`src/rtl/mul_seq.sv`:
```
// rtl/mul_seq.sv - iterative shift-add multiplier for RV M-extension multiplies
// Optional feature macro: MUL_EARLY_TERM_EN (stop as soon as the remaining multiplier is zero)

module mul_seq #(
  parameter int XLEN = 64,
  parameter int BPC  = 2
) (
  input  logic              clk,
  input  logic              reset,
  input  logic              Start,
  input  logic              Flush,
  input  logic [2:0]        Funct3,
  input  logic [XLEN-1:0]   SrcA,
  input  logic [XLEN-1:0]   SrcB,
  output logic              Busy,
  output logic              Done,
  output logic [2*XLEN-1:0] Prod
);

  localparam int N  = XLEN / BPC;
  localparam int CW = $clog2(N + 1);

  typedef enum logic [1:0] {S_IDLE, S_BUSY, S_FIX} state_t;

  state_t            r_state;
  state_t            w_next;
  logic [2*XLEN-1:0] r_mcand;
  logic [2*XLEN-1:0] r_acc;
  logic [2*XLEN-1:0] r_prod;
  logic [XLEN-1:0]   r_mplier;
  logic [CW-1:0]     r_count;
  logic              r_neg;
  logic              r_done;

  logic              w_sign_a;
  logic              w_sign_b;
  logic [XLEN-1:0]   w_abs_a;
  logic [XLEN-1:0]   w_abs_b;
  logic [XLEN-1:0]   w_mplier_next;
  logic [2*XLEN-1:0] w_pp;
  logic              w_last;
  logic              w_zero_b;

  // Operands are reduced to magnitudes; the result sign is reapplied in FIX.
  // 1xx encodings fall through as unsigned because neither sign term matches.
  assign w_sign_a = SrcA[XLEN-1] & ((Funct3 == 3'b001) | (Funct3 == 3'b010));
  assign w_sign_b = SrcB[XLEN-1] & (Funct3 == 3'b001);
  assign w_abs_a  = w_sign_a ? (-SrcA) : SrcA;
  assign w_abs_b  = w_sign_b ? (-SrcB) : SrcB;
  assign w_mplier_next = r_mplier >> BPC;

`ifdef MUL_EARLY_TERM_EN
  assign w_zero_b = (w_abs_b == '0);
  assign w_last   = (w_mplier_next == '0) | (r_count == CW'(N - 1));
`else
  assign w_zero_b = 1'b0;
  assign w_last   = (r_count == CW'(N - 1));
`endif

  // Partial product for the BPC low multiplier bits: sum of shifted multiplicands.
  always_comb begin
    w_pp = '0;
    for (int i = 0; i < BPC; i++) begin
      if (r_mplier[i]) begin
        w_pp = w_pp + (r_mcand << i);
      end
    end
  end

  // State register.
  always_ff @(posedge clk or posedge reset) begin
    if (reset) begin
      r_state <= S_IDLE;
    end else begin
      r_state <= w_next;
    end
  end

  // Next-state logic; a flush overrides everything, including a same-cycle start.
  always_comb begin
    w_next = r_state;
    if (Flush) begin
      w_next = S_IDLE;
    end else begin
      case (r_state)
        S_IDLE:  if (Start) w_next = w_zero_b ? S_FIX : S_BUSY;
        S_BUSY:  if (w_last) w_next = S_FIX;
        S_FIX:   w_next = S_IDLE;
        default: w_next = S_IDLE;
      endcase
    end
  end

  // Datapath: operand load, shift-add iterations and final sign fix-up.
  always_ff @(posedge clk or posedge reset) begin
    if (reset) begin
      r_mcand  <= '0;
      r_acc    <= '0;
      r_prod   <= '0;
      r_mplier <= '0;
      r_count  <= '0;
      r_neg    <= 1'b0;
      r_done   <= 1'b0;
    end else begin
      r_done <= 1'b0;
      if (!Flush) begin
        case (r_state)
          S_IDLE: begin
            if (Start) begin
              r_mcand  <= {{XLEN{1'b0}}, w_abs_a};
              r_mplier <= w_abs_b;
              r_acc    <= '0;
              r_neg    <= w_sign_a ^ w_sign_b;
              r_count  <= '0;
            end
          end
          S_BUSY: begin
            r_acc    <= r_acc + w_pp;
            r_mcand  <= r_mcand << BPC;
            r_mplier <= w_mplier_next;
            r_count  <= r_count + 1'b1;
          end
          S_FIX: begin
            r_prod <= r_neg ? (-r_acc) : r_acc;
            r_done <= 1'b1;
          end
          default: ;
        endcase
      end
    end
  end

  assign Busy = (r_state != S_IDLE);
  assign Done = r_done;
  assign Prod = r_prod;

endmodule

```
`config.mk`:
```
export PLATFORM = sky130hd
export DESIGN_NAME = mul_seq
export DESIGN_NICKNAME = d
export VERILOG_FILES = /design/src/rtl/mul_seq.sv
export SDC_FILE = /design/constraint.sdc
export NUM_CORES = 2
export LEC_CHECK = 0
export BUFFER_PORTS_ARGS = -buffer_cell sky130_fd_sc_hd__buf_2
export CELL_PAD_IN_SITES_DETAIL_PLACEMENT = 1
export CELL_PAD_IN_SITES_GLOBAL_PLACEMENT = 2
export CORE_ASPECT_RATIO = 1.5
export CORE_MARGIN = 3
export CORE_UTILIZATION = 40
export CTS_CLUSTER_SIZE = 28
export DETAILED_ROUTE_END_ITERATION = 10
export HOLD_SLACK_MARGIN = 0.15
export PLACE_DENSITY_LB_ADDON = 0.1
export SLEW_MARGIN = 20
export SYNTH_ARGS = -nofsm -noshare
export SYNTH_HDL_FRONTEND = slang
export SYNTH_SLANG_ARGS = --single-unit
```
`constraint.sdc`:
```
create_clock -name clk -period 37.4 [get_ports clk]
set_input_delay 3.74 -clock clk [delete_from_list [all_inputs] [get_ports clk]]
set_output_delay 3.74 -clock clk [all_outputs]
set_load 0.02 [all_outputs]
```
# Word-level counts from Yosys, hierarchy flattened

Cells that the tools add are included.
W data, S select, Z words.

$add $sub $neg: 6
Multipliers: 0
Div/mod/pow operators: 0
Magnitude comparators: 0
Eq/ne operators: 8
Shifts and indexed selects: 0
Multiplexer cells: 19
Bitwise logic cells: 5
Reductions and logical operators: 7

Operator list:

| operator              | number |
|---|---|
| $mux W128             | 5 |
| $pmux W128 S2         | 2 |
| $add A128 B128 Y128   | 2 |
| $mux W64              | 3 |
| $neg A128 Y128        | 1 |
| $neg A64 Y64          | 2 |
| $pmux W64 S2          | 1 |
| $pmux W6 S2           | 1 |
| $add A6 B1 Y6 const B | 1 |
| $eq A6 B5 Y1 const B  | 1 |
| $mux W2               | 3 |
| $mux W6               | 1 |
| $ne A3 B3 Y1 const B  | 2 |
| $reduce_and A3 Y1     | 2 |
| $pmux W2 S2           | 1 |
| $reduce_and A2 Y1     | 2 |
| $reduce_bool A2 Y1    | 2 |
| $eq A3 B1 Y1 const B  | 1 |
| $eq A3 B2 Y1 const B  | 1 |
| $and A1 B1 Y1         | 2 |
| $eq A2 B1 Y1 const B  | 1 |
| $eq A2 B2 Y1 const B  | 1 |
| $logic_not A2 Y1      | 1 |
| $mux W1               | 2 |
| 4 further kinds       | 4 |

Bits in registers: 458
Latch bits: 0
RAM bits: 0
Memory bits (read-only): 0
Input bits: 135
Logic and storage cells: 53
Memories: 0

# Longest topological paths before layout

Word-level depth: 6
Depth in mapped cells: 42

# Worst setup path before layout

No wires, ideal clock.

Path kind: reg2reg
Start point: reg r_mplier[0]
End point: reg r_acc[124]
Library setup time: 0.122 ns
Data arrival time: 8.115 ns
Data required time: 37.278 ns
Path slack: 29.164 ns
Cell stages (with the launch flop): 40
Buffers on the path: 10
Clock period less this slack: 8.236 ns
Cells stage by stage: dfrtp_1 -> buf_2 -> buf_4 -> buf_4 -> buf_2 -> buf_2 -> buf_2 -> buf_2 -> clkbuf_1 -> clkbuf_1 -> clkbuf_1 -> nand2_1 -> fa_1 -> inv_1 -> o21ai_0 -> a21o_1 -> a211o_1 -> a211oi_1 -> (+4 left out) -> a21o_1 -> a21boi_0 -> xor2_1 -> o21ai_0 -> ha_1 -> a21oi_1 -> o21bai_1 -> a21oi_1 -> o21ai_0 -> a31oi_1 -> o221ai_1 -> a221o_1 -> o21bai_1 -> a311o_1 -> a21oi_2 -> nor3_1 -> or3_1 -> a32o_1

Cells in the longest elaborated chain, start to end: 5

Ends and longest elaborated chain:

| what                     | line | source |
|---|---|---|
| start: declaration       | 30   | `logic [XLEN-1:0] r_mplier;` |
| start signal: assignment | 111  | `r_mplier <= w_abs_b;` |
| start signal: assignment | 120  | `r_mplier <= w_mplier_next;` |
| $mux W128 *              | 64   | `if (r_mplier[i]) begin` |
| $add A128 B128 Y128      | 65   | `w_pp = w_pp + (r_mcand << i);` |
| $mux W128 *              | 64   |  |
| $add A128 B128 Y128 *    | 118  | `r_acc <= r_acc + w_pp;` |
| $pmux W128 S2 *          | 107  | `case (r_state)` |
| end signal: assignment   | 118  |  |
| end: declaration         | 28   | `logic [2*XLEN-1:0] r_acc;` |

Mark *: on every way between the ends. The rest lies on a longest branch, timed or not.
A chain may end at the register's enable or synchronous reset.

# Worst setup path in the final report

Ends and elaborated chain as after synthesis.

==> qor.yml <==
reg2reg_from: "r_mplier[0]"
finalNetCount: 5927
ys_ff_latch: 458
synth_edf_count: 0
total_power_mw: 2.291
outcome: "completed"
arrival_ps: 10210
cp-start-kind: "flop"
port_buffers: 264
final_cells: 7023
layout_min_cycle_time_ps: 9670
postCtsSetupBuffers: 0
cap_violations: 0
viasPerCell: 5.935
cp.required_ps: 37940
synth_area_leaders: "dfrtp_1, xor2_1, a21oi_1"
rr_endpoint: "r_acc[124]"
grt_pass1_wl_um: 249800
yosysWarnings: 0
synthCells: 5584
place_inst: 6919
avgSynthCellArea_sq_um: 7.557
cts_tree: "done"
cp-end-kind: "flop"
grt_pass1_vias: 42870
relSlewSlack_pct: 27.50
initial_utilization_pct: 40.38
grt_overflow: 0
wl_per_cell_um: 22.74
core_area_sq_um: 104500
layout-drive-gt1-share_pct: 8.947
criticalPathCategory: "reg -> reg"
clk_latency_ps: 650
cts_buffer_depth: 3
die_h_um: 403.8
htree_levels: 2
cts_made_buffers: 54
crit_path_top_delay_cell: "a211oi_1"
rows: 145
dr_total_vias: 41680
syn2layout_area_growth_pct: 9.382
antenna_found_initial: 6
syn-cell-area_sq_um: 42200
drc: 0
clock_sinks: 458
dp_hpwl_um: 123400
fin_setup_tns_ps: 0
critPathLaunch: "r_mplier[0]"
dr.pass1.iters: 7
critPathCapture: "r_acc[124]"
synth_top_area_share_pct: 27.16
critPathMaxStageDelay_ps: 820
fin_util_pct: 44.17
drt-initial-drc-count: 2283
dieArea_sq_um: 109500
p_per_area_nw_per_um2: 49.64
syn_nets: 5932
path_max_fanout: 82
hold_viol: 0
mostFrequentLayoutCell: "nand2_1"
mostFrequentLayoutCells: "nand2_1, a21oi_1, o21ai_0, nor2_1, dfrtp_1"
cts.reportedPaths.clkPinSlew_ps: 70
grt_usage_pct: 28.35
yosysTopAreaCell: "dfrtp_1"
hold_path.class: "reg -> reg"
ant_nets: 0
routabilityCongestion: 0.9524
fin_crit_sh_pct: 25.86
post_cts_resized: 0
skew_ps: 25.50
drt-total-wl_um: 159700
ys_types: 105
ys_seq_area_share_pct: 27.16
io_pins: 265
grt_max_degree: 192
worst_pin_slew_ps: 1083
cts_root_buf: "clkbuf_16"
finalMaxSlewViolations: 0
synth-async-reset-ratio_pct: 100.0
postCtsHoldBufs: 0
vdd_drop_max_mv: 0.04200
fmax_ghz: 0.1034
synth_ff_type: "dfrtp_1"
grt_setup_unrepaired: "no"
p_leak_nw: 20.42
die_w_um: 271.2
setup_viol: 0
r2r_slack_ps: 27730
r2r.worst_path.cells: 33
[sequential cells by signal, indices dropped and copies added (netlist names)]
| name | flops |
|---|---|
| Done | 1 |
| Prod | 128 |
| r_acc | 128 |
| r_count | 6 |
| r_state | 2 |
| r_mcand | 128 |
| r_mplier | 64 |
| r_neg | 1 |
[metal layers]
metal | global-route usage [%] | share of wire (%) | vias to the layer above
met5 | 0 | 0.0063 | -
met4 | 10.00 | 3.8 | 2
met3 | 2.449 | 2.9 | 238
met2 | 52.56 | 51 | 665
met1 | 34.10 | 42 | 20730
li1 | - | - | 20050
[logic make-up (layout without fill, tap and decap cells)]
group	Yosys count	in the layout	synth area share (%)
compound gates	1947	1947	28.49
fa+ha+maj	214	214	6.375
mux	31	31	0.8095
flops	458	458	27.16
simple gates	1925	1925	21.74
xor+xnor	537	537	11.15
other cells	0	5	0
buf+inv	472	510	4.279
[how the worst min path moves through the flow]
| stage | startpoint | cells after the start | slack [ps] | endpoint |
|---|---|---|---|---|
| 6_report | r_mplier[46] | 2 | 480 | r_mplier[46] |
| 2_1_floorplan | r_mplier[10] | 2 | 450 | r_mplier[10] |
| 5_1_grt | r_mplier[38] | 2 | 510 | r_mplier[38] |
| 3_5_place_dp | r_mplier[46] | 2 | 470 | r_mplier[46] |
| 3_3_place_gp | r_mplier[42] | 2 | 460 | r_mplier[42] |
| 4_1_cts | r_mplier[46] | 2 | 490 | r_mplier[46] |
[layout make-up]
cell class	count	area [sq um]
fillers	13060	58340
well taps	1396	1747
multi-input cells	4654	28990
inverters	112	427.9
repair buffers	299	1642
clock inverters	26	305.3
diodes	5	12.51
clock buffers	73	1555
flip-flops and latches	458	11470
[synthesized netlist by cell type, types with 18 or more instances]
master and n:
a21o_1 131, or2_2 30, a31oi_1 42, xnor2_1 201, xor2_1 336, a22oi_1 35, a21boi_0 27, buf_2 18
nor2b_1 32, o32ai_1 19, clkbuf_1 304, nand4_1 80, nand2b_1 51, and3_1 29, o211ai_1 56, nand3b_1 30
a211oi_1 25, o21bai_1 57, inv_1 110, mux2_2 25, buf_1 35, o21a_1 33, nand3_1 54, and2_1 88
o31ai_1 77, nor4_1 45, o22ai_1 36, nor3_1 93, nand2_1 753, o21ai_0 525, ha_1 211, a21oi_1 571
or3_1 59, a22o_1 87, nor2_1 472, o21ai_1 70, dfrtp_1 458, o41ai_1 31, or4_1 27
[report_power, final]
| group | total (mW) | internal (mW) | switching, mW | leakage (nW) |
|---|---|---|---|---|
| clock | 0.565 | 0.326 | 0.238 | 0.899 |
| sequential | 0.712 | 0.554 | 0.158 | 6.15 |
| combinational | 1.01 | 0.353 | 0.662 | 13.4 |
[stage by stage]
step / hold WS [ps] / cell area, sq um / setup slack [ps]
after floorplan: 450.2 / 42200 / 20890
after global placement: 461.3 / 44280 / 28040
after detailed placement: 471.2 / 44280 / 27940
after CTS: 485.5 / 46140 / 27890
after global routing: 513.6 / 46150 / 27110
final: 479.7 / 46160 / 27730
[worst max-delay path: cells and delay by family (launching register included)]
family,cells,cell delay [ps]
compound gates,21,6010
fa+ha+maj,3,970
buf+inv,4,970
simple gates,4,830
flops,1,610
xor+xnor,1,170
Power figures use the tool's default switching activity.
